<file path="src/rtl/lcd_cmd_host.sv">
// lcd_cmd_host: FIFO-buffered command issuer for the LCD controller command port.
// Define LCD_HOST_WDOG_EN to build the watchdog that parks the FSM in HALT.
module lcd_cmd_host #(
    parameter int DEPTH   = 8,
    parameter int TIMEOUT = 1023
) (
    input  logic                   clk,
    input  logic                   rst,
    input  logic                   push,
    input  logic [3:0]             push_cmd,
    output logic                   full,
    output logic [$clog2(DEPTH):0] level,
    output logic                   drop,
    output logic [3:0]             cmd,
    output logic                   cmd_valid,
    input  logic                   busy,
    input  logic                   done,
    output logic                   finished,
    output logic                   timeout
);
    localparam int AW = $clog2(DEPTH);
    localparam int LW = AW + 1;

    typedef enum logic [2:0] {IDLE, ISSUE, WAIT, FIN, DONE, HALT} state_t;

    state_t        state;
    logic          wait_first;
    logic [3:0]    mem [DEPTH];
    logic [AW-1:0] wr_ptr;
    logic [AW-1:0] rd_ptr;
    logic [LW-1:0] level_nxt;
    logic          push_ok;
    logic          pop;
    logic          wd_fire;

    // full is the registered pre-pop view, so a push at full is refused even on a pop edge
    assign push_ok = push && !full;
    assign pop     = (state == ISSUE) && !busy;

    always_comb begin
        level_nxt = level;
        if (push_ok && !pop)
            level_nxt = level + LW'(1);
        else if (!push_ok && pop)
            level_nxt = level - LW'(1);
    end

    always_ff @(posedge clk) begin
        if (push_ok)
            mem[wr_ptr] <= push_cmd;
    end

    always_ff @(posedge clk or negedge rst) begin
        if (!rst) begin
            wr_ptr <= '0;
            rd_ptr <= '0;
            level  <= '0;
            full   <= 1'b0;
            drop   <= 1'b0;
        end else begin
            if (push_ok)
                wr_ptr <= wr_ptr + AW'(1);
            if (pop)
                rd_ptr <= rd_ptr + AW'(1);
            level <= level_nxt;
            full  <= (level_nxt == LW'(DEPTH));
            drop  <= push && full;
        end
    end

    always_ff @(posedge clk or negedge rst) begin
        if (!rst) begin
            state      <= IDLE;
            cmd        <= 4'd0;
            cmd_valid  <= 1'b0;
            finished   <= 1'b0;
            wait_first <= 1'b0;
        end else begin
            case (state)
                IDLE: begin
                    if (level != '0) begin
                        state     <= ISSUE;
                        cmd       <= mem[rd_ptr];
                        cmd_valid <= 1'b1;
                    end
                end
                ISSUE: begin
                    if (!busy) begin
                        cmd_valid  <= 1'b0;
                        wait_first <= 1'b1;
                        state      <= (cmd == 4'hF) ? FIN : WAIT;
                    end else if (wd_fire) begin
                        cmd_valid <= 1'b0;
                        state     <= HALT;
                    end
                end
                WAIT: begin
                    // first WAIT cycle ignores busy; controller may not have raised it yet
                    if (!wait_first && !busy) begin
                        if (level != '0) begin
                            state     <= ISSUE;
                            cmd       <= mem[rd_ptr];
                            cmd_valid <= 1'b1;
                        end else begin
                            state <= IDLE;
                        end
                    end else if (wd_fire) begin
                        state <= HALT;
                    end else begin
                        wait_first <= 1'b0;
                    end
                end
                FIN: begin
                    if (done) begin
                        state    <= DONE;
                        finished <= 1'b1;
                    end else if (wd_fire) begin
                        state <= HALT;
                    end
                end
                DONE:    state <= DONE;
                HALT:    state <= HALT;
                default: state <= IDLE;
            endcase
        end
    end

`ifdef LCD_HOST_WDOG_EN
    localparam int WW = $clog2(TIMEOUT + 1);

    logic [WW-1:0] wd_cnt;
    logic          wd_active;
    logic          wd_clr;

    // wd_clr mirrors every normal exit from ISSUE/WAIT/FIN, so those always beat expiry
    assign wd_active = state inside {ISSUE, WAIT, FIN};
    assign wd_clr    = pop || (state == WAIT && !wait_first && !busy) || (state == FIN && done);
    assign wd_fire   = wd_active && !wd_clr && (wd_cnt == WW'(TIMEOUT - 1));

    always_ff @(posedge clk or negedge rst) begin
        if (!rst) begin
            wd_cnt  <= '0;
            timeout <= 1'b0;
        end else begin
            if (wd_clr || !wd_active)
                wd_cnt <= '0;
            else
                wd_cnt <= wd_cnt + WW'(1);
            if (wd_fire)
                timeout <= 1'b1;
        end
    end
`else
    assign wd_fire = 1'b0;
    assign timeout = 1'b0;
`endif

endmodule

</file>
<file path="config.mk">
export PLATFORM = sky130hd
export DESIGN_NAME = lcd_cmd_host
export DESIGN_NICKNAME = d
export VERILOG_FILES = /design/src/rtl/lcd_cmd_host.sv
export SDC_FILE = /design/constraint.sdc
export NUM_CORES = 1
export LEC_CHECK = 0
export CAP_MARGIN = 20
export CORE_MARGIN = 2
export CORE_UTILIZATION = 44
export CTS_CLUSTER_DIAMETER = 100
export DETAILED_ROUTE_END_ITERATION = 10
export PLACE_DENSITY = 0.72
export SKIP_CTS_REPAIR_TIMING = 1
export SYNTH_ARGS = -nofsm -noshare
export SYNTH_HDL_FRONTEND = slang
export SYNTH_SLANG_ARGS = --single-unit
</file>
<file path="constraint.sdc">
create_clock -name clk -period 2.1 [get_ports clk]
set_input_delay 0.21 -clock clk [delete_from_list [all_inputs] [get_ports clk]]
set_output_delay 0.21 -clock clk [all_outputs]
set_load 0.1 [all_outputs]
</file>
==> metrics.txt, run 1 <==
outcome complete, no violations; CP max FO 8; syn_area_per_cell 14.73 um^2; syn nets between 150 and 200; Yosys top cell area share between 40% and 50%; synthesis-stage register bit count between 50 and 60; Hold Fails Final Rpt 0; critical path capture point type register; area of the die 0.005815 mm^2; P_leak roughly 1.0 nW; Pre-Repair DR Iteration Count 4; EDFF count, synth 32; DR vias between 1k and 1.5k; Final #Nets a little under 200; DP HPWL approximately 2900 um; Finish-stage setup viols 0; CTS H-tree lvls 2; worst reg-to-reg path cell count 5; # IOs 22; post-synth top area cell edfxtp_1; CTS tree yes; IO buf count 20; min-delay worst type in -> async; FFs w/ async S/R, synth 40.74%; power density over the cells approximately 1100 mW/mm^2; clk slew on worst S/H paths ~0.09 ns; area grow syn2layout 15.31%; Clk Latency, worst-skew pair about 0.3 ns; Syn Inst Count 156; critical path required time between 2 and 2.5 ns; RSZ-0062 raised after global routing false; worst hold slack ~0.24 ns; Final period util between 80% and 90%; synth top area cells edfxtp_1, dfrtp_1, mux4_2; CP Launch Type register; TritonCTS Buffers 5; FF-to-FF setup slack between 0.3 and 0.4 ns; Slowest-stage cell, CP dfrtp_1; Vias/cell a little over 5; commonest non-fill, non-tap cells in the layout edfxtp_1, dfrtp_1, buf_4; die width about 76 um; Routed WL per cell approximately 16 um; max incr delay on CP approximately 0.49 ns; skew final roughly 0.0060 ns; drt total wl 3950 um; reg-to-reg critical path startpoint state[1]$_DFFE_PN0P_; crit path cell chain nor4b_4 -> and2_4 -> a22oi_2 -> xnor2_1 -> nor4b_2; Final Max Slew Viols 0; Reg-to-Reg End full$_DFF_PN0_; critical path class reg -> reg; Sum Neg Setup Slack 0 ns; DRT antenna net count 0; Chip Height between 70 and 80 um; commonest non-fill, non-tap cell in the layout edfxtp_1; DR DRC count 0; pin count of the biggest net entering global routing 23; layout cells sized above 1 between 20% and 30%; Arr. time, crit path 1.93 ns; first-pass GRT wire length around 6500 um; Starting DRT DRC Count 163; GRT Overall Usage around 15%; core area 0.005075 mm^2; maximum vdd ir drop roughly 0.9 mV; Diodes inserted 0; warnings from Yosys 0; MaxCap Viol Count 0; sequential fraction of the synthesis area between 60% and 70%; Mapped Area between 0.002 and 0.0025 mm^2; Starting Density between 40% and 50%; root buf cell clkbuf_8; gpl congestion 0.7552; most common flop cell mapped by yosys edfxtp_1; # rows 26; Bufs on Longest Clock Path 2; post-synthesis cell type count 38; Final min period between 1.5 and 2 ns; fmax about 580 MHz; # clock sinks 54; number of global-route vias before repair 1362; gr ovfl total 0; antenna violations before repair 0
-- flip-flops by register name, summed over array words and instances, names as in the netlist, 3 cells and up --
register	cells
rd_ptr	3
mem	32
cmd	4
wr_ptr	3
level	4
state	3
-- cells by family (layout without fill, tap and decap cells) --
kind of cell	after synthesis	count (layout)	share of synthesized area, %
flops	54	54	65.80
other cells	1	1	0.1632
xor+xnor	7	7	2.669
fa+ha+maj	5	5	2.723
simple gates	43	43	10.02
buf+inv	11	39	2.505
compound gates	22	22	6.046
mux	13	13	10.08
-- metrics by stage --
stage	std cells	utilization [%]	total power, mW	setup WS, ns	area (um^2)
after detailed placement	246	50.52	2.440	0.1558	2564
after CTS	254	52.19	2.987	0.3518	2649
final	254	52.19	2.962	0.3816	2649
after global placement	246	50.52	2.394	0.2578	2564
after floorplan	156	-	2.173	0.05577	2300
after global routing	254	52.19	3.108	0.2845	2649
-- cells in the mapped netlist (2+ instances only) --
cell type,number
nand2_1,17
o21ai_0,8
dfrtp_1,22
o22ai_1,2
mux4_2,8
nand2b_1,3
a21oi_1,4
mux2i_1,4
xnor2_1,6
inv_1,5
nor3_1,5
edfxtp_1,32
nor2_1,9
clkbuf_1,2
buf_4,2
ha_1,5
-- worst max-delay path, delay by kind of cell, from the launching register on --
family,cells,cell delay (ns)
compound gates,1,0.08
xor+xnor,1,0.16
flops,1,0.49
simple gates,3,0.89
-- final cells by class --
| cell class | count | area, um^2 |
|---|---|---|
| Timing Repair Buffer | 26 | 215.2 |
| Inverter | 5 | 18.77 |
| Clock buffer | 5 | 68.82 |
| Clock inverter | 3 | 16.27 |
| Sequential cell | 54 | 1514 |
| Fill cell | 427 | 2426 |
| Multi-Input combinational cell | 91 | 728.2 |
| Tap cell | 70 | 87.58 |
-- worst max-delay path by stage --
stage,startpoint,to,slack (ns),cells after the start
finish,state[1]$_DFFE_PN0P_,full$_DFF_PN0_,0.38,5
global placement,push,full$_DFF_PN0_,0.26,6
floorplan,full$_DFF_PN0_,full$_DFF_PN0_,0.06,5
CTS,state[1]$_DFFE_PN0P_,full$_DFF_PN0_,0.35,5
global route,state[1]$_DFFE_PN0P_,full$_DFF_PN0_,0.28,5
detailed placement,push,full$_DFF_PN0_,0.16,6
-- per-layer routing --
metal / wire length [um] / global-route usage (%)
met5: 0 / 0
met4: 93 / 6.909
met3: 194 / 3.791
met2: 2006 / 24.42
met1: 1655 / 18.23
-- report_power, final --
group	internal (mW)	switching [mW]
clock	0.228	0.324
sequential	1.31	0.132
combinational	0.284	0.683
total	1.82	1.14
Note: power is estimated with default switching activity, not from simulation.
==> run 2, diff against run 1 <==
clock period = 1.7 ns   (was 2.1 ns; I/O delays follow)
==> metrics.txt, run 2 (synthesis results as in run 1) <==
pin count of the biggest net entering global routing 18; DR vias roughly 1.4k; uppermost layer routed met4; internal power ~2.7 mW; biggest regs mem: 32 flops, cmd: 4 flops, level: 4 flops; drt total wl about 4100 um; Starting DRT DRC Count approximately 60; Final Max Slew Viols 0; final cell count without fillers between 200 and 300; critical path class reg -> reg; core area around 0.005 mm^2; fmax a little over 600 MHz; gr ovfl total 0; outcome complete, no violations; Final #Nets around 210; Combinational Power Share a little under two fifths; DRT met1 WL approximately 1700 um; max reg flops 32; Chip Height 76.26 um; Core Util, Final about three fifths; reg-to-reg critical path startpoint state[2]$_DFFE_PN0P_; IO buf count 20; critical path capture point type register; maximum vdd ir drop about 1.1 mV; Clk pwr share between 10% and 20%; Tightest Pin Transition roughly 0.54 ns; Bufs on Longest Clock Path 2; critical path required time 1.88 ns; first-pass GRT wire length about 7000 um; CTS H-tree lvls 2; root buf cell clkbuf_8; clk slew on worst S/H paths about 0.09 ns; commonest non-fill, non-tap cells in the layout edfxtp_1, buf_4, dfrtp_1; Switch Pwr 1.538 mW; DR DRC count 0; min-delay worst type in -> async; Routed WL per cell 15.27 um; Final min period ~1.6 ns; MaxCap Viol Count 0; layout cells sized above 1 between 30% and 40%; commonest non-fill, non-tap cell in the layout edfxtp_1; # clock sinks 54; Vias/cell 5.152; part of the power in registers 43.1%; RSZ-0062 raised after global routing true; slew margin rel. 64.16%; Arr. time, crit path roughly 1.8 ns; P_leak about 1.2 nW; Clk Latency, worst-skew pair around 0.3 ns; Placed Cells incl. Taps 260; Sw Share between 30 and 40%; TritonCTS Buffers 5; Pre-Repair DR Iteration Count 4; CP Launch Type register; worst reg-to-reg path cell count 6; Finish-stage setup viols 0; CTS tree yes; Diodes inserted 0; antenna violations before repair 0; skew final 0.007549 ns; # IOs 22; power density over the cells around 1400 mW/mm^2; DRT antenna net count 0; Starting Density between 40% and 50%; DP HPWL ~3200 um; area of the die around 0.0058 mm^2; CP max FO 3; gpl congestion about 0.8; FF-to-FF setup slack 0.05 ns; # rows 26; Final period util between 90% and 100%; Reg-to-Reg End full$_DFF_PN0_; GRT Overall Usage ~16%; met3 wire len approximately 140 um; die width 76.26 um; number of global-route vias before repair around 1.5k; Top reg by flops mem; Hold Fails Final Rpt 0; area grow syn2layout 30.56%; routed length on met2 ~2200 um
run 2: cell types whose count changed in the layout (fill, tap and decap cells not counted), sizes merged:
| cell | delta |
|---|---|
| buf | +16 |
| inv | +1 |
| clkinvlp | -2 |
| bufinv | +1 |
run 2: through the flow:
step | total power [mW] | hold slack [ns] | setup WS [ns] | area [um^2] | setup TNS, ns
after global routing | 4.450 | 0.2450 | -0.03194 | 2999 | -0.03194
final | 4.269 | 0.2079 | 0.05240 | 2999 | 0
after global placement | 3.275 | 0.4640 | -0.1171 | 2830 | -0.1391
after floorplan | 2.746 | -0.1256 | 0.003832 | 2336 | 0
after CTS | 4.195 | 0.2142 | 0.01929 | 2943 | 0
after detailed placement | 3.351 | 0.4858 | -0.2197 | 2830 | -0.3637
run 2: how the worst max path moves through the flow:
stage / cells past startpoint / to / slack (ns) / from
global route: 6 / full$_DFF_PN0_ / -0.03 / state[2]$_DFFE_PN0P_
detailed placement: 6 / full$_DFF_PN0_ / -0.22 / busy
CTS: 5 / full$_DFF_PN0_ / 0.02 / full$_DFF_PN0_
global placement: 6 / full$_DFF_PN0_ / -0.12 / busy
finish: 6 / full$_DFF_PN0_ / 0.05 / state[2]$_DFFE_PN0P_
floorplan: 7 / cmd[1]$_DFFE_PN0P_ / 0.004 / level[1]$_DFF_PN0_
run 2: area by class of cell:
| class | count | area [um^2] |
|---|---|---|
| well taps | 70 | 87.58 |
| clock buffers | 5 | 68.82 |
| fillers | 403 | 2076 |
| flip-flops and latches | 54 | 1525 |
| inverters | 5 | 18.77 |
| clock inverters | 3 | 43.79 |
| repair buffers | 42 | 460.4 |
| multi-input cells | 91 | 794.5 |
run 2: power by group through the flow:
stage / Sequential, mW / Combinational, mW / Clock, mW
finish: 1.84 / 1.59 / 0.844
global route: 1.86 / 1.68 / 0.911
CTS: 1.83 / 1.50 / 0.866
detailed placement: 1.86 / 1.49 / 0
global placement: 1.85 / 1.43 / 0
floorplan: 2.28 / 0.465 / 0
run 2: routing by layer:
metal / track usage (%) / vias up
met2: 28.23 / 30
met4: 6.000 / 0
met1: 18.18 / 703
met3: 3.436 / 5
met5: 0 / -
li1: - / 653
run 2: critical path, cell delays in order, from the launching register on:
cell	delay, ns
dfrtp_1	0.42
nor4b_4	0.30
buf_4	0.18
and2_4	0.16
nor2_1	0.06
o31ai_2	0.33
nor4b_4	0.08
==> patch, RTL diff (config.mk and constraints of run 1) <==
Encoding of `state_t`: now one-hot (6 bits for 6 states).
--- a/src/rtl/lcd_cmd_host.sv
+++ b/src/rtl/lcd_cmd_host.sv
@@ -21,7 +21,7 @@
     localparam int AW = $clog2(DEPTH);
     localparam int LW = AW + 1;
 
-    typedef enum logic [2:0] {IDLE, ISSUE, WAIT, FIN, DONE, HALT} state_t;
+    typedef enum logic [5:0] {IDLE = 6'b000001, ISSUE = 6'b000010, WAIT = 6'b000100, FIN = 6'b001000, DONE = 6'b010000, HALT = 6'b100000} state_t;
 
     state_t        state;
     logic          wait_first;
Formal check against the unedited RTL: no difference found for any inputs over 10 cycles, from zero or initial values and one cycle with rst low; not proved beyond that.
==> patch against run 1 <==
  * Sequential cell count grew 3
  * Clock skew increased by 0.00059 ns
  * Synthesized area grew 12%
  * Die area rose by 11%
  * Worst setup slack got worse by 0.13 ns
  * Cell area increased by 14%
  * Routed wire length up 8.8%
Power is not compared: it rests on default switching activity, and its combinational part moved more than twofold at a synthesized area within 25%.
==> patch: results (changes against run 1) <==
Placement
  – Cell count after placement: 280 (was 246)
  – Detail Placement HPWL: 3051 um (was 2950 um)
  – Post-place setup slack: 0.2146 ns (was 0.1558 ns)
  – Post-DP Area: 2840 um^2 (was 2564 um^2)

Yosys
  – Count of different cell masters after synthesis: 52 (was 38)
  – Portion of the post-synthesis area used by sequential elements: 0.6166 (was 0.6580)
  – Total nets after synthesis: 202 (was 170)
  – Post-synth ARST share: 0.4386 (was 0.4074)
  – List of most frequent post-synthesis cells: edfxtp_1 (32), dfrtp_1 (24), nand2_1 (20) (was edfxtp_1 (32), dfrtp_1 (22), nand2_1 (17))
  – Ranking of synthesized cells by area: edfxtp_1 (37%), dfrtp_1 (23%), mux4_2 (7.0%), nand2_1 (2.9%), ha_1 (2.4%) (was edfxtp_1 (42%), dfrtp_1 (24%), mux4_2 (7.8%), nand2_1 (2.8%), ha_1 (2.7%))

STA
  – Final worst hold slack: 0.2463 ns (was 0.2449 ns)
  – Final critical path time including I/O delays and setup: 1.845 ns (was 1.718 ns)

Clock network
  – Clock buffers created by TritonCTS: 9 (was 5)
  – Clock transition at the registers of the reported paths: 0.06 ns (was 0.09 ns)

Worst setup path
  – Critical path arrival: 2.10 ns (was 1.93 ns)
  – Critical path origin: state[3] (was state[1])
  – Maximum fanout count along the critical path: 9 (was 8)

Layout
  – Net count, final: 233 (was 197)
  – Total of fill cells in the finished design: 462 (was 427)
  – Share of cells above drive strength 1: 0.2277 (was 0.2283)
  – Post-route insts no fill: 296 (was 254)

Drt
  – Wire per inst: 14.52 um (was 15.55 um)
  – Metal1 wirelength: 2058 um (was 1655 um)
  – Post-detailed-route via-to-cell ratio: 5.189 (was 5.181)
  – Met3 WL: 184 um (was 194 um)

Outcome
  – Status: complete, no violations (unchanged)

Power and ir drop
  – Total power: approximately 4.7 mW

Global routing
  – Met3 capacity usage during global routing: 0.04270 (was 0.03791)
patch: logic make-up (layout without fill, tap and decap cells):
family | Yosys count | count (layout) | synth area share
AOI/OAI and AO/OA | 24 | 24 | 0.06268
buffers and inverters | 15 | 51 | 0.03158
and+or+nand+nor | 64 | 64 | 0.1400
other | 1 | 1 | 0.001456
muxes | 14 | 14 | 0.09329
xor gates and xnor gates | 8 | 8 | 0.03013
adders and majority gates | 5 | 5 | 0.02430
DFF | 57 | 57 | 0.6166
patch: layout make-up:
class	count	area [um^2]	area share
Clock buffer	14	162.7	0.05394
Clock inverter	2	12.51	0.004149
Inverter	7	26.28	0.008714
Multi-Input combinational cell	116	905.9	0.3004
Sequential cell	57	1588	0.5266
Tap cell	72	90.09	0.02988
Timing Repair Buffer	28	230.2	0.07635
patch: worst register-to-register path: stages (launching register included):
cell     delay (ns)
dfrtp_1        0.49
nor4b_4        0.48
and2_0         0.40
nor2_1         0.11
a21o_2         0.19
o21ai_1        0.10
